===== src/rtl/mc_ctrl_pkg.sv =====
// Shared constants for the multi-cycle MIPS control FSM: opcodes, functs, state and mux/ALU codes.
package mc_ctrl_pkg;

  localparam logic [5:0] OP_RTYPE = 6'b000000;
  localparam logic [5:0] OP_ORI   = 6'b001101;
  localparam logic [5:0] OP_LUI   = 6'b001111;
  localparam logic [5:0] OP_LW    = 6'b100011;
  localparam logic [5:0] OP_SW    = 6'b101011;
  localparam logic [5:0] OP_BEQ   = 6'b000100;
  localparam logic [5:0] OP_J     = 6'b000010;
  localparam logic [5:0] OP_JAL   = 6'b000011;

  localparam logic [5:0] FN_ADDU  = 6'b100001;
  localparam logic [5:0] FN_SUBU  = 6'b100011;
  localparam logic [5:0] FN_SLT   = 6'b101010;
  localparam logic [5:0] FN_JR    = 6'b001000;

  typedef enum logic [2:0] {
    S_IF  = 3'd0,
    S_ID  = 3'd1,
    S_EXE = 3'd2,
    S_MEM = 3'd3,
    S_WB  = 3'd4
  } state_e;

  localparam logic [1:0] PCSRC_PC4 = 2'd0;
  localparam logic [1:0] PCSRC_BR  = 2'd1;
  localparam logic [1:0] PCSRC_REG = 2'd2;
  localparam logic [1:0] PCSRC_JMP = 2'd3;

  localparam logic [1:0] DST_RT  = 2'd0;
  localparam logic [1:0] DST_RD  = 2'd1;
  localparam logic [1:0] DST_R31 = 2'd2;

  localparam logic [1:0] WB_ALU = 2'd0;
  localparam logic [1:0] WB_MEM = 2'd1;
  localparam logic [1:0] WB_PC  = 2'd2;

  localparam logic [2:0] ALU_ADD = 3'd0;
  localparam logic [2:0] ALU_SUB = 3'd1;
  localparam logic [2:0] ALU_OR  = 3'd2;
  localparam logic [2:0] ALU_SLT = 3'd3;
  localparam logic [2:0] ALU_LUI = 3'd4;

  typedef struct packed {
    logic is_r;
    logic is_jr;
    logic is_mem;
    logic is_ld;
    logic is_br;
    logic is_j;
    logic is_jal;
    logic is_imm;
    logic illegal;
  } dec_t;

endpackage


===== src/rtl/mc_ctrl_decode.sv =====
// Combinational instruction-class decode from opcode/funct for the control FSM.
module mc_ctrl_decode
  import mc_ctrl_pkg::*;
(
  input  logic [5:0] opcode_i,
  input  logic [5:0] funct_i,
  output dec_t       dec_o
);

  always_comb begin
    dec_o = '0;
    case (opcode_i)
      OP_RTYPE: begin
        case (funct_i)
          FN_ADDU, FN_SUBU, FN_SLT: dec_o.is_r    = 1'b1;
          FN_JR:                    dec_o.is_jr   = 1'b1;
          default:                  dec_o.illegal = 1'b1;
        endcase
      end
      OP_ORI, OP_LUI: dec_o.is_imm = 1'b1;
      OP_LW: begin
        dec_o.is_mem = 1'b1;
        dec_o.is_ld  = 1'b1;
      end
      OP_SW:   dec_o.is_mem  = 1'b1;
      OP_BEQ:  dec_o.is_br   = 1'b1;
      OP_J:    dec_o.is_j    = 1'b1;
      OP_JAL:  dec_o.is_jal  = 1'b1;
      default: dec_o.illegal = 1'b1;
    endcase
  end

endmodule


===== src/rtl/mc_ctrl_fsm.sv =====
// Main IF/ID/EXE/MEM/WB control FSM of the multi-cycle MIPS core with a retired-instruction counter.
// Optional MCCTRL_MEM_WAIT_EN adds mem_ready so IF and MEM stall until memory responds.
module mc_ctrl_fsm
  import mc_ctrl_pkg::*;
#(
  parameter int CNT_W   = 32,
  parameter int ALUOP_W = 3
) (
  input  logic               clk,
  input  logic               reset,
  input  logic [5:0]         opcode,
  input  logic [5:0]         funct,
  input  logic               zero,
`ifdef MCCTRL_MEM_WAIT_EN
  input  logic               mem_ready,
`endif
  output logic               PCWr,
  output logic [1:0]         PCSrc,
  output logic               IRWr,
  output logic               RegWr,
  output logic [1:0]         RegDst,
  output logic [1:0]         MemtoReg,
  output logic               MemRd,
  output logic               MemWr,
  output logic               ALUSrcB,
  output logic               ExtOp,
  output logic [ALUOP_W-1:0] ALUOp,
  output logic [2:0]         state,
  output logic               illegal,
  output logic [CNT_W-1:0]   instr_cnt
);

  state_e           state_q, state_d;
  logic [CNT_W-1:0] cnt_q;
  dec_t             dec;
  logic             memOk;
  logic             retire;
  logic [2:0]       aluOp;

  mc_ctrl_decode u_decode (
    .opcode_i (opcode),
    .funct_i  (funct),
    .dec_o    (dec)
  );

`ifdef MCCTRL_MEM_WAIT_EN
  assign memOk = mem_ready;
`else
  assign memOk = 1'b1;
`endif

  // ALU controls are driven from EXE onwards and held through MEM and WB
  always_comb begin
    aluOp   = ALU_ADD;
    ALUSrcB = 1'b0;
    ExtOp   = 1'b0;
    if (state_q == S_EXE || state_q == S_MEM || state_q == S_WB) begin
      ExtOp   = dec.is_mem | dec.is_br;
      ALUSrcB = dec.is_mem | dec.is_imm;
      if (dec.is_br)
        aluOp = ALU_SUB;
      else if (dec.is_imm)
        aluOp = (opcode == OP_LUI) ? ALU_LUI : ALU_OR;
      else if (dec.is_r && funct == FN_SUBU)
        aluOp = ALU_SUB;
      else if (dec.is_r && funct == FN_SLT)
        aluOp = ALU_SLT;
    end
  end

  assign ALUOp = ALUOP_W'(aluOp);

  always_comb begin
    state_d  = state_q;
    PCWr     = 1'b0;
    PCSrc    = PCSRC_PC4;
    IRWr     = 1'b0;
    RegWr    = 1'b0;
    RegDst   = DST_RT;
    MemtoReg = WB_ALU;
    MemRd    = 1'b0;
    MemWr    = 1'b0;
    illegal  = 1'b0;
    case (state_q)
      S_IF: begin
        PCWr = memOk;
        IRWr = memOk;
        if (memOk) state_d = S_ID;
      end
      S_ID: begin
        state_d = S_IF;
        if (dec.illegal) begin
          illegal = 1'b1;
        end else if (dec.is_j || dec.is_jal) begin
          PCWr  = 1'b1;
          PCSrc = PCSRC_JMP;
          if (dec.is_jal) begin
            RegWr    = 1'b1;
            RegDst   = DST_R31;
            MemtoReg = WB_PC;
          end
        end else if (dec.is_jr) begin
          PCWr  = 1'b1;
          PCSrc = PCSRC_REG;
        end else begin
          state_d = S_EXE;
        end
      end
      S_EXE: begin
        if (dec.is_br) begin
          PCSrc   = PCSRC_BR;
          PCWr    = zero;
          state_d = S_IF;
        end else if (dec.is_mem) begin
          state_d = S_MEM;
        end else begin
          state_d = S_WB;
        end
      end
      S_MEM: begin
        if (dec.is_ld) begin
          MemRd = 1'b1;
          if (memOk) state_d = S_WB;
        end else begin
          MemWr = memOk;
          if (memOk) state_d = S_IF;
        end
      end
      S_WB: begin
        RegWr    = 1'b1;
        RegDst   = dec.is_r ? DST_RD : DST_RT;
        MemtoReg = dec.is_ld ? WB_MEM : WB_ALU;
        state_d  = S_IF;
      end
      default: state_d = S_IF;
    endcase
    // State is already forced to IF asynchronously, so the strobes must be masked too
    if (reset) begin
      PCWr    = 1'b0;
      IRWr    = 1'b0;
      RegWr   = 1'b0;
      MemRd   = 1'b0;
      MemWr   = 1'b0;
      illegal = 1'b0;
    end
  end

  assign retire = (state_d == S_IF) && (state_q != S_IF) &&
                  !(state_q == S_ID && dec.illegal);

  always_ff @(posedge clk or posedge reset) begin
    if (reset) begin
      state_q <= S_IF;
      cnt_q   <= '0;
    end else begin
      state_q <= state_d;
      if (retire) cnt_q <= cnt_q + CNT_W'(1);
    end
  end

  assign state     = state_q;
  assign instr_cnt = cnt_q;

endmodule

===== config.mk =====
export PLATFORM = sky130hd
export DESIGN_NAME = mc_ctrl_fsm
export DESIGN_NICKNAME = d
export VERILOG_FILES = /design/src/rtl/mc_ctrl_pkg.sv /design/src/rtl/mc_ctrl_decode.sv /design/src/rtl/mc_ctrl_fsm.sv
export SDC_FILE = /design/constraint.sdc
export NUM_CORES = 1
export LEC_CHECK = 0
export ABC_AREA = 1
export BUFFER_PORTS_ARGS = -buffer_cell sky130_fd_sc_hd__buf_4
export CORE_MARGIN = 2
export CORE_UTILIZATION = 50
export CTS_CLUSTER_SIZE = 24
export DETAILED_ROUTE_END_ITERATION = 6
export PLACE_DENSITY = 0.77
export SLEW_MARGIN = 20
export SYNTH_ARGS = -nofsm -noshare
export SYNTH_HDL_FRONTEND = slang
export SYNTH_SLANG_ARGS = --single-unit
export TNS_END_PERCENT = 100

===== constraint.sdc =====
create_clock -name clk -period 2.5 [get_ports clk]
set_input_delay 0.5 -clock clk [delete_from_list [all_inputs] [get_ports clk]]
set_output_delay 0.5 -clock clk [all_outputs]
set_load 0.02 [all_outputs]

# After elaboration in Yosys (flattened, before gate mapping)
# Index checks and enable logic that the tools add are counted.
totals:
  elab_cells: 98
  inputBits: 15
  register_bits: 35
  out_inout_bits: 52
classes:
  eq_ne: 15
  bitwise_logic: 2
  n_reduce_logical: 18
  n_mux: 60
  addsub: 1
ops:
  columns: ["operator", "n"]
  rows:
  - ["2-to-1 mux 1 bit", 34]
  - ["adder 32 x 1 -> 32 bit (second input constant)", 1]
  - ["== test 6 bit (second input constant)", 5]
  - ["2-to-1 mux 2 bit", 12]
  - ["2-to-1 mux 3 bit", 7]
  - ["== test 6 x 4 -> 1 bit (second input constant)", 3]
  - ["== test 6 x 2 -> 1 bit (second input constant)", 2]
  - ["one-hot mux 2 bit (2 select lines)", 3]
  - ["one-hot mux 3 bit (4 select lines)", 1]
  - ["OR reduction 7 bit", 1]
  - ["== test 3 x 2 -> 1 bit (second input constant)", 2]
  - ["== test 6 x 3 -> 1 bit (second input constant)", 1]
  - ["zero test 3 bit", 2]
  - ["zero test 6 bit", 1]
  - ["logical AND 1 bit", 5]
  - ["one-hot mux 1 bit (2 select lines)", 2]
  - ["OR reduction 2 bit", 2]
  - ["OR reduction 4 bit", 1]
  - ["== test 3 x 1 -> 1 bit (second input constant)", 1]
  - ["== test 3 bit (second input constant)", 1]
  - ["logical OR 1 bit", 3]
  - ["one-hot mux 1 bit (3 select lines)", 1]
  - ["nonzero test 3 bit", 1]
  - ["OR reduction 3 bit", 1]
  - ["other kinds (2)", 3]

# Depth between registers and ports, before layout
depth:
  ltp_word: 11
  depth_mapped: 13
  ltp_nobuf: 12

# By module
# From an unflattened synthesis, not the netlist that was laid out.
hier_totals:
  cells_unflattened: 454
  hier_area_um2: 2834.0
modules_own_cells:
  columns: ["mod", "n_inst", "seq_area_each_um2", "area_per_inst_um2", "cells_each"]
  rows:
  - ["mc_ctrl_fsm", 1, 875.8, 2642.5, 411]
  - ["mc_ctrl_decode", 1, 0.0, 191.4, 43]

# Worst setup path before layout
# OpenSTA, ideal clock, no wires.
synth_path:
  path_type: "input -> output"
  start: "in reset"
  end: "out MemRd"
  setup_slack_ns: 0.005
  arrival_time_ns: 1.995
  stages: 3
  path_buffers: 0
  cell_sequence: "inv_1 nand2_1 nor3_1"
synth_via:
  elab_chain_len: 1
synth_lines:
  columns: ["element", "line_no", "text"]
  rows:
  - ["start: declaration", "mc_ctrl_fsm.sv:10", "input logic reset,"]
  - ["2-to-1 mux 1 bit", "mc_ctrl_fsm.sv:138", "if (reset) begin"]
  - ["end: declaration", "mc_ctrl_fsm.sv:23", "output logic MemRd,"]
# No other way between the ends.

# Worst setup path after layout
layout_path:
  start: "in opcode[0]"
  end: "out illegal"
layout_via:
  elab_chain_len: 6
  word_cells_on_any_way: 13
layout_lines:
  columns: ["element", "line_no", "text"]
  rows:
  - ["start: declaration", "mc_ctrl_fsm.sv:11", "input logic [5:0] opcode,"]
  - ["== test 6 x 4 -> 1 bit, or another cell as far along", "mc_ctrl_decode.sv:12", "case (opcode_i)"]
  - ["OR reduction 7 bit (no line)", null, null]
  - ["one-hot mux 1 bit (2 select lines) *", "mc_ctrl_decode.sv:12", null]
  - ["2-to-1 mux 1 bit *", "mc_ctrl_fsm.sv:92", "if (dec.illegal) begin"]
  - ["2-to-1 mux 1 bit *", "mc_ctrl_fsm.sv:84", "case (state_q)"]
  - ["2-to-1 mux 1 bit *", "mc_ctrl_fsm.sv:138", null]
  - ["end: declaration", "mc_ctrl_fsm.sv:29", "output logic illegal,"]
# Every way passes the cells marked *; elsewhere a longest branch is shown, timed or not.

==> results.txt <==
The buffer count from post-CTS setup fixing is 0. After synthesis, the share of flip-flops with an asynchronous set or reset is 100.0%. The synthesized design spends more area on one cell type than any other, namely sky130_fd_sc_hd__dfrtp_1.

The post-route netlist has a little under a fifth of its cells at a drive strength greater than 1. The type of origin of the critical path is an input pin. The remaining antenna violation count is 0. The HPWL after detailed placement is 6097 microns. TritonCTS built the clock tree. The final max-slew violation count came out at 0. The chip width came out at 78.55 microns. Synthesis inferred 35 register bits. The area growth from synthesis to layout is 23.10%. The area fraction of the dominant cell type after synthesis is 31.52%. The number of synthesized flops with an enable pin came out at 0. The initial antenna violation count is 0.

The highest attainable clock frequency came out at 438.2 MHz. The final clock skew is roughly 0.014 ns. For this block, the initial DRC count from the detailed router was 160. The root buffer cell chosen for the clock tree is sky130_fd_sc_hd__clkbuf_8. The clock buffer count from CTS is 5. The overall die area is between 6000 and 7000 sq um.

For this run, the detailed router's first-pass iteration total came to 4. The share of the yosys chip area belonging to registers came out at about a third. The number of vias in the routed layout is 3006.

The number of I/O port buffers came out at 66. The mapped cell area came out at about 2800 sq um. The synthesized netlist contains 26 unique library cells.

The count of warnings emitted by yosys is 0. Counting every instance in the synthesized netlist gives around 440. The origin of the critical flop-to-flop path is instr_cnt[0]. At the end of routability-driven placement, the weighted congestion stood at a little over 0.9.

The buffer depth of the longest clock path is 2. The number of I/O pins came out at 67. The first-pass GRT wire length is 13080 microns. The maximum number of pins on one net before global-route repair came out at 34. The count of endpoints failing setup in the final report is 0. The number of global-route vias before repair came to 2792.

The number of sinks handled by clock tree synthesis came out at 35. The layout net count came out at about 520. The count of cells along the worst register-to-register path is 10. The synthesized area divided by synthesized cell count came out at roughly 6.3 sq um. The net count after synthesis is about 460. The largest fanout on the critical path came out at 18. The count of instances resized after the clock tree is built came out at 0.

For the worst setup path, the data required time is 2.00 ns. The arrival time at the worst endpoint came out at between 1.5 and 2 ns. From bottom edge to top edge, the die measures ~79 microns. The path category of the worst min-delay check is in2async.

The category of the worst setup path capture point is an output pin. In the routed layout, each cell is associated on average with a via count of between 5 and 6. The area inside the core boundary is ~5400 sq um. The overall track demand over capacity in global routing came out at a little over a quarter.

The smallest clock period supported by the final layout is computed as 2.282 ns. The worst-case IR drop observed on VDD is 0.3398 mV. After synthesis, the cell types taking the most area are sky130_fd_sc_hd__dfrtp_1, sky130_fd_sc_hd__nand2_1, sky130_fd_sc_hd__nor2_1. The number of buffers inserted by hold repair at cts came out at 0. The worst setup path is of the in2out kind. The number of diodes added for antenna fixing is 0.

The number of levels in the clock H-tree came out at 2. For this run, the leading register cell type out of synthesis is sky130_fd_sc_hd__dfrtp_1. The number of cell rows came out at 27. The detailed-route wire length came out at 7814 microns. The worst max-slew margin expressed relative to the limit came out at between 60 and 70%. The total of max-cap violations is 0. Power spread over the standard cell area amounts to a little under 600 nW/um^2. The final critical path takes up 91.28% of the cycle.

The insertion delay to the later sink of the worst-skew pair came out at slightly below 0.3 ns. The clock slew seen by the registers of the worst setup and hold paths came out at ~0.080 ns. The final design utilization came out at between 60% and 70%.

The final routed DRC violation total came out at 0. The count of final hold-check violations is 0. The final-layout setup total negative slack is 0 ns. The static leakage power came out at 0.001798 uW. The critical path starts at opcode[0].

The total congestion overflow after global routing is 0. The starting density of the core is between 50% and 60%. Setup repair after global routing left no endpoint under its margin. The average wire per cell in the routed design is 13.50 microns. The slew at the pin with the worst max-slew slack came out at 0.5353 ns.

The flow ran to the end, and the final reports show no timing, DRC or antenna violations.
==> cells in the mapped netlist, types with 6 or more instances <==
cell,number
sky130_fd_sc_hd__nand2_1,169
sky130_fd_sc_hd__dfrtp_1,35
sky130_fd_sc_hd__nor3_1,16
sky130_fd_sc_hd__nand4_1,34
sky130_fd_sc_hd__xor2_1,11
sky130_fd_sc_hd__buf_2,6
sky130_fd_sc_hd__nand3b_1,7
sky130_fd_sc_hd__nor2_1,60
sky130_fd_sc_hd__inv_1,42
sky130_fd_sc_hd__nand3_1,24
==> flip-flops by register name (all words and copies together), names as in the netlist <==
register / cells
instr_cnt: 32
state: 3
==> logic make-up after synthesis <==
logic type | count (synthesis) | share of synthesized area [%]
AOI/OAI and AO/OA | 9 | 1.711
xor gates and xnor gates | 15 | 4.727
adders and majority gates | 1 | 0.4502
buffers and inverters | 59 | 9.590
DFF | 35 | 31.52
and+or+nand+nor | 322 | 52.00
==> critical path, cell delays in order <==
cell	delay, ns
sky130_fd_sc_hd__buf_4	0.12
sky130_fd_sc_hd__nor2_1	0.14
sky130_fd_sc_hd__nand3_1	0.19
sky130_fd_sc_hd__nor2b_1	0.15
sky130_fd_sc_hd__nand2_1	0.09
sky130_fd_sc_hd__nand2_2	0.11
sky130_fd_sc_hd__nand2_4	0.15
sky130_fd_sc_hd__nor2_1	0.17
sky130_fd_sc_hd__buf_4	0.16
==> worst paths after layout <==
path | end | slack, ns
max in group asynchronous | instr_cnt[4] | 1.95
min reg2reg | instr_cnt[30] | 0.54
max reg2reg | instr_cnt[26] | 0.39
max | illegal | 0.22
min in group clk | instr_cnt[30] | 0.54
min | instr_cnt[2] | 0.29
==> through the flow <==
step	total power [uW]	cells	hold WS, ns	instance area, sq um	setup WS [ns]
2_1_floorplan	1302	441	0.6114	2779	0.005147
4_1_cts	2005	579	0.2997	3421	0.2170
3_3_place_gp	1477	571	0.5165	3308	0.2398
6_report	1998	579	0.2919	3421	0.2180
5_1_grt	2130	579	0.3234	3421	0.05693
3_5_place_dp	1491	571	0.5248	3308	0.2226
==> layer usage <==
layer	share of wire [%]	GRT usage [%]
met4	1.3	5.789
met2	49	46.15
met3	4.8	3.448
met5	0	0
met1	45	35.18
==> placed cells by master (no fill, tap or decap), drive strengths merged, types with 4 or more instances in the layout <==
cell type / synthesis / routed
nand2: 174 / 174
buf: 13 / 71
nor2: 64 / 64
inv: 46 / 46
dfrtp: 35 / 35
nand4: 35 / 35
nand3: 24 / 24
nor3: 17 / 17
xor2: 11 / 11
nand3b: 7 / 7
clkbuf: 0 / 5
xnor2: 4 / 4
a21oi: 4 / 4
==> power breakdown <==
part / leakage, uW / internal (uW) / total, uW / switching [uW]
registers: 0.000481 / 609 / 682 / 73.5
clock network: 0.0000581 / 297 / 517 / 220
logic: 0.00126 / 241 / 798 / 558
==> layout make-up <==
cell class / count / area (sq um)
Clock inverter: 3 / 43.79
Inverter: 46 / 172.7
Sequential cell: 35 / 875.8
Clock buffer: 5 / 68.82
Tap cell: 72 / 90.09
Fill cell: 538 / 2018
Multi-Input combinational cell: 347 / 1637
Timing Repair Buffer: 71 / 533.0
(Power assumes the default switching activity.)
